`src/rtl/pdm_pkg.sv`:
```
// Shared constants and helpers for the PDM receive path (CIC order-2 decimator).
package pdm_pkg;

  localparam int NBITS_DEF      = 10;
  localparam int LOG2_DECIM_DEF = 5;

  function automatic int cic_width(input int log2_decim);
    return 2 * log2_decim + 1;
  endfunction

  // The only value that does not fit the output range is exact full scale.
  function automatic logic [31:0] sat_full(input logic [31:0] value, input int log2_decim);
    logic [31:0] full;
    full = 32'd1 << (2 * log2_decim);
    return (value == full) ? full - 32'd1 : value;
  endfunction

endpackage

```
`src/rtl/pdm_sync2.sv`:
```
// Two-flop synchronizer with asynchronous clear.
module pdm_sync2 (
  input  logic clk,
  input  logic rst,
  input  logic d,
  output logic q
);

  logic s1_d, s1_q;
  logic s2_d, s2_q;

  always_comb begin
    s1_d = d;
    s2_d = s1_q;
  end

  always_ff @(posedge clk or posedge rst) begin
    if (rst) begin
      s1_q <= 1'b0;
      s2_q <= 1'b0;
    end else begin
      s1_q <= s1_d;
      s2_q <= s2_d;
    end
  end

  assign q = s2_q;

endmodule

```
`src/rtl/pdm_demod.sv`:
```
// PDM bit stream to NBITS-wide samples: order-2 CIC, decimation by 2**LOG2_DECIM.
module pdm_demod
  import pdm_pkg::*;
#(
  parameter int NBITS      = NBITS_DEF,
  parameter int LOG2_DECIM = LOG2_DECIM_DEF,
  parameter int SYNC       = 1
) (
  input  logic             clk,
  input  logic             rst,
  input  logic             pdm_in,
  input  logic             in_valid,
  output logic [NBITS-1:0] sample,
  output logic             sample_valid,
  output logic             settled
);

  localparam int W     = cic_width(LOG2_DECIM);
  localparam int SHIFT = 2 * LOG2_DECIM - NBITS;

  logic bit_p0;
  logic vld_p0;

  generate
    if (SYNC != 0) begin : g_sync
      pdm_sync2 u_sync_bit (.clk(clk), .rst(rst), .d(pdm_in),   .q(bit_p0));
      pdm_sync2 u_sync_vld (.clk(clk), .rst(rst), .d(in_valid), .q(vld_p0));
    end else begin : g_bypass
      assign bit_p0 = pdm_in;
      assign vld_p0 = in_valid;
    end
  endgenerate

  logic [LOG2_DECIM-1:0] cnt_d, cnt_q;
  logic [W-1:0]          i1_d, i1_q;
  logic [W-1:0]          i2_d, i2_q;
  logic                  vld_p1_d, vld_p1_q;
  logic [W-1:0]          i2_dly_d, i2_dly_q;
  logic [W-1:0]          c1_d, c1_q;
  logic                  vld_p2_d, vld_p2_q;
  logic [W-1:0]          c1_dly_d, c1_dly_q;
  logic [W-1:0]          c2_p2;
  logic [W-1:0]          c2_sat_p2;
  logic [NBITS-1:0]      sample_d, sample_q;
  logic                  sample_valid_d, sample_valid_q;
  logic                  first_d, first_q;
  logic                  settled_d, settled_q;

  // Stage 1: integrators and phase counter, advanced only by accepted bits
  always_comb begin
    i1_d     = i1_q;
    i2_d     = i2_q;
    cnt_d    = cnt_q;
    vld_p1_d = 1'b0;
    if (vld_p0) begin
      i1_d     = i1_q + W'(bit_p0);
      i2_d     = i2_q + i1_d;
      cnt_d    = cnt_q + LOG2_DECIM'(1);
      vld_p1_d = (cnt_q == '1);
    end
  end

  // Stage 2: decimate and first comb; i2_q still holds the window-closing value
  always_comb begin
    c1_d     = c1_q;
    i2_dly_d = i2_dly_q;
    vld_p2_d = vld_p1_q;
    if (vld_p1_q) begin
      c1_d     = i2_q - i2_dly_q;
      i2_dly_d = i2_q;
    end
  end

  // Stage 3: second comb, saturation, scaling and the output register
  assign c2_p2     = c1_q - c1_dly_q;
  assign c2_sat_p2 = W'(sat_full(32'(c2_p2), LOG2_DECIM));

  always_comb begin
    c1_dly_d       = c1_dly_q;
    sample_d       = sample_q;
    sample_valid_d = vld_p2_q;
    first_d        = first_q;
    settled_d      = settled_q;
    if (vld_p2_q) begin
      c1_dly_d  = c1_q;
      sample_d  = NBITS'(c2_sat_p2 >> SHIFT);
      first_d   = 1'b1;
      settled_d = settled_q | first_q;
    end
  end

  always_ff @(posedge clk or posedge rst) begin
    if (rst) begin
      cnt_q          <= '0;
      i1_q           <= '0;
      i2_q           <= '0;
      vld_p1_q       <= 1'b0;
      i2_dly_q       <= '0;
      c1_q           <= '0;
      vld_p2_q       <= 1'b0;
      c1_dly_q       <= '0;
      sample_q       <= '0;
      sample_valid_q <= 1'b0;
      first_q        <= 1'b0;
      settled_q      <= 1'b0;
    end else begin
      cnt_q          <= cnt_d;
      i1_q           <= i1_d;
      i2_q           <= i2_d;
      vld_p1_q       <= vld_p1_d;
      i2_dly_q       <= i2_dly_d;
      c1_q           <= c1_d;
      vld_p2_q       <= vld_p2_d;
      c1_dly_q       <= c1_dly_d;
      sample_q       <= sample_d;
      sample_valid_q <= sample_valid_d;
      first_q        <= first_d;
      settled_q      <= settled_d;
    end
  end

  assign sample       = sample_q;
  assign sample_valid = sample_valid_q;
  assign settled      = settled_q;

endmodule

```
`config.mk`:
```
export PLATFORM = sky130hd
export DESIGN_NAME = pdm_demod
export DESIGN_NICKNAME = d
export VERILOG_FILES = /design/src/rtl/pdm_pkg.sv /design/src/rtl/pdm_sync2.sv /design/src/rtl/pdm_demod.sv
export SDC_FILE = /design/constraint.sdc
export NUM_CORES = 1
export LEC_CHECK = 0
export CAP_MARGIN = 20
export CORE_ASPECT_RATIO = 2
export CORE_MARGIN = 4
export CORE_UTILIZATION = 55
export DETAILED_ROUTE_END_ITERATION = 7
export GPL_ROUTABILITY_DRIVEN = 1
export PLACE_DENSITY = 0.84
export SLEW_MARGIN = 20
export SYNTH_ARGS = -nofsm -noshare
export SYNTH_HDL_FRONTEND = slang
export SYNTH_HIERARCHICAL = 1
export SYNTH_SLANG_ARGS = --single-unit
export TNS_END_PERCENT = 1
```
`constraint.sdc`:
```
create_clock -name clk -period 5.6 [get_ports clk]
set_clock_uncertainty 0.2 [all_clocks]
set_input_delay 1.4 -clock clk [delete_from_list [all_inputs] [get_ports clk]]
set_output_delay 1.4 -clock clk [all_outputs]
set_load 0.01 [all_outputs]
```
==> flow_summary.json <==
{
  "status": "complete, no violations",
  "viasPerCell": 5.68,
  "p_per_area_nw_per_um2": 602,
  "cp.depth": 10,
  "final_antenna_net_count": 0,
  "cts_buffers": 9,
  "crit_family": "adder cells",
  "cts-resized-gates": 0,
  "maxCapViolations": 0,
  "setup.worst_path.start": "i1_q[0]",
  "crit_type": "reg2reg",
  "synth-seq-cells": 79,
  "antenna_found_initial": 0,
  "critPathMaxFanout": 3,
  "initial_utilization": 0.561,
  "max_freq_ghz": 0.316,
  "drive_gt1_frac": 0.0978,
  "max_stage_delay_ns": 0.50,
  "cts_tree": "done",
  "cts_root_buffer": "clkbuf_16",
  "routed_wl_um": 8050,
  "fin_cells": 556,
  "setup_slack_ns": 2.43,
  "syn_nets": 484,
  "timing.slew.headroom": 0.399,
  "htreeDepth": 3,
  "diodes": 0,
  "clock-sinks": 79,
  "cts_setup_buffers": 0,
  "r2r_end": "i2_q[8]",
  "pre_cts_ws_ns": 2.35,
  "regToRegStartpoint": "i1_q[0]",
  "yosys_most_used_dff": "dfrtp_1",
  "syn_inst": 442,
  "drtIter0Drc": 144,
  "die_h_um": 135,
  "crit_path_start_kind": "flop",
  "die_area_um2": 9690,
  "required_ns": 5.61,
  "final_nets": 500,
  "min_period_over_period": 0.565,
  "netlist_area_um2": 4450,
  "avgSynthCellArea_um2": 10.1,
  "drtPass1Iterations": 4,
  "clkLatencyLatePin_ns": 0.33,
  "p_leak_nw": 2.27,
  "ys_seq_area_frac": 0.444,
  "endpoint": "i2_q[8]",
  "dp_cells": 543,
  "rrSetupSlack_ns": 2.43,
  "synth_edf_count": 0,
  "vias": 3160,
  "gp_congestion": 0.724,
  "synth.distinct_cells": 53,
  "remaining_drc_errors": 0,
  "cp-end-kind": "flop",
  "fin_tns_setup_ns": 0,
  "timing.hold.ws_ns": 0.161,
  "core_area_um2": 7940,
  "grt_pass1_wl_um": 14300,
  "yosysWarningCount": 6,
  "crit_slowest_cell": "fa_1",
  "cp_cell_sequence": "ha_1 > ha_1 > fa_1 > a211o_1 > a211oi_1 > nor2_1 > o21a_1 > nor2_1 > xnor2_1 > mux2_2",
  "syn2layout_area_growth_pct": 11.1,
  "synthArstFlopShare": 1.00,
  "grt_pass1_vias": 3236,
  "cp.arrival_ns": 3.18,
  "fin_crit_ns": 3.17,
  "reg2reg_depth": 10,
  "vdd_drop_max_uv": 311,
  "grt_max_degree": 53,
  "grt_use_total": 0.188,
  "setup_violations": 0,
  "io-pin-count": 16,
  "critPathBufInv": 0,
  "die_x_um": 71.6,
  "grt_overflow": 0,
  "drt-wirelength-per-cell_um": 14.5,
  "final_cell_mix": "78 x dfrtp_1, 35 x nand2_1, 35 x ha_1, 32 x inv_1",
  "worstMarginPinSlew_ns": 0.901,
  "path_clk_slew_ns": 0.05,
  "drv_slew": 0,
  "holdCritPathClass": "reg2reg",
  "cts_buffer_depth": 2,
  "hold_viol": 0,
  "floorplan.rows": 46,
  "portBuffers": 15,
  "hpwlAfterDp_um": 5960,
  "hold_buffers": 0,
  "rsz0062_at_grt": "false",
  "final_common_cell": "dfrtp_1"
}
==> kinds of logic (layout without fill, tap and decap cells) <==
group,count (synthesis),after routing,share of synthesized area
compound gates,101,101,0.145
xor+xnor,40,40,0.0787
fa+ha+maj,38,38,0.112
buf+inv,46,64,0.0396
flops,79,79,0.444
mux,15,15,0.0379
simple gates,123,123,0.143
==> worst register-to-register path: cells and delay by family, from the launching register on <==
| family | cells | cell delay [ns] |
|---|---|---|
| AO/OA/AOI/OAI | 3 | 0.85 |
| adder cells (fa/ha/maj) | 3 | 1.02 |
| XOR/XNOR | 1 | 0.08 |
| multiplexers | 1 | 0.26 |
| flip-flops | 1 | 0.39 |
| AND/OR/NAND/NOR | 2 | 0.26 |
==> routing by layer <==
metal	track usage	share of wire
met1	0.191	0.36
met2	0.349	0.58
met4	0.0952	0.035
met5	0	0
met3	0.0438	0.025
==> per-stage QoR <==
step / instance area, um^2 / util / power [mW]
after floorplan: 4450 / - / 2.12
after global placement: 4690 / 0.591 / 2.40
after detailed placement: 4690 / 0.591 / 2.48
after CTS: 4950 / 0.623 / 3.01
after global routing: 4950 / 0.623 / 3.26
final: 4950 / 0.623 / 2.98
==> final cells by class <==
type / count / area, um^2
sequential: 79 / 1980
tap: 96 / 120
fill: 666 / 2990
multi-input combinational: 317 / 2300
timing repair buffer: 18 / 173
clock inverter: 2 / 10.0
clock buffer: 11 / 243
inverter: 33 / 125
==> worst min path at each step <==
stage | from | end | slack [ns] | cells after the start
2_1_floorplan | g_sync.u_sync_bit/s1_q | g_sync.u_sync_bit/q | 0.13 | 0
3_3_place_gp | g_sync.u_sync_vld/s1_q | g_sync.u_sync_vld/q | 0.14 | 0
3_5_place_dp | g_sync.u_sync_bit/s1_q | g_sync.u_sync_bit/q | 0.14 | 0
4_1_cts | g_sync.u_sync_bit/s1_q | g_sync.u_sync_bit/q | 0.16 | 0
5_1_grt | g_sync.u_sync_vld/s1_q | g_sync.u_sync_vld/q | 0.17 | 0
6_report | g_sync.u_sync_bit/s1_q | g_sync.u_sync_bit/q | 0.16 | 0
==> where the power goes <==
part	total [mW]	switching (mW)	internal, mW
clock network	0.509	0.206	0.303
registers	0.877	0.134	0.743
logic	1.60	0.836	0.760
total	2.98	1.18	1.81
==> state kept, by name (all words and copies together), names as in the netlist, 5 cells and up <==
signal and cells:
i2_dly_q 11, sample 10, c1_dly_q 11, c1_q 11
i1_q 11, i2_q 11, cnt_q 5
==> cells in the mapped netlist (2+ instances only) <==
master | number | share of area
a211oi_1 | 4 | 0.0067
a21o_1 | 6 | 0.010
a21oi_1 | 17 | 0.019
a31oi_1 | 7 | 0.0098
and3_1 | 4 | 0.0056
clkbuf_1 | 11 | 0.0093
dfrtp_1 | 79 | 0.44
fa_1 | 3 | 0.013
ha_1 | 35 | 0.098
inv_1 | 33 | 0.028
mux2_2 | 15 | 0.038
nand2_1 | 35 | 0.029
nand2b_1 | 4 | 0.0056
nand3_1 | 5 | 0.0056
nand3b_1 | 4 | 0.0067
nand4_1 | 4 | 0.0056
nor2_1 | 29 | 0.024
nor2b_1 | 6 | 0.0084
nor3_1 | 13 | 0.015
o211ai_1 | 2 | 0.0034
o21a_1 | 9 | 0.015
o21ai_0 | 28 | 0.031
o21ai_1 | 8 | 0.0090
o31a_1 | 5 | 0.0098
o31ai_1 | 3 | 0.0051
o41ai_1 | 2 | 0.0039
or2_2 | 5 | 0.0070
or3_1 | 3 | 0.0042
xnor2_1 | 29 | 0.057
xor2_1 | 11 | 0.022
No activity file was read; power rests on OpenSTA's default activity.
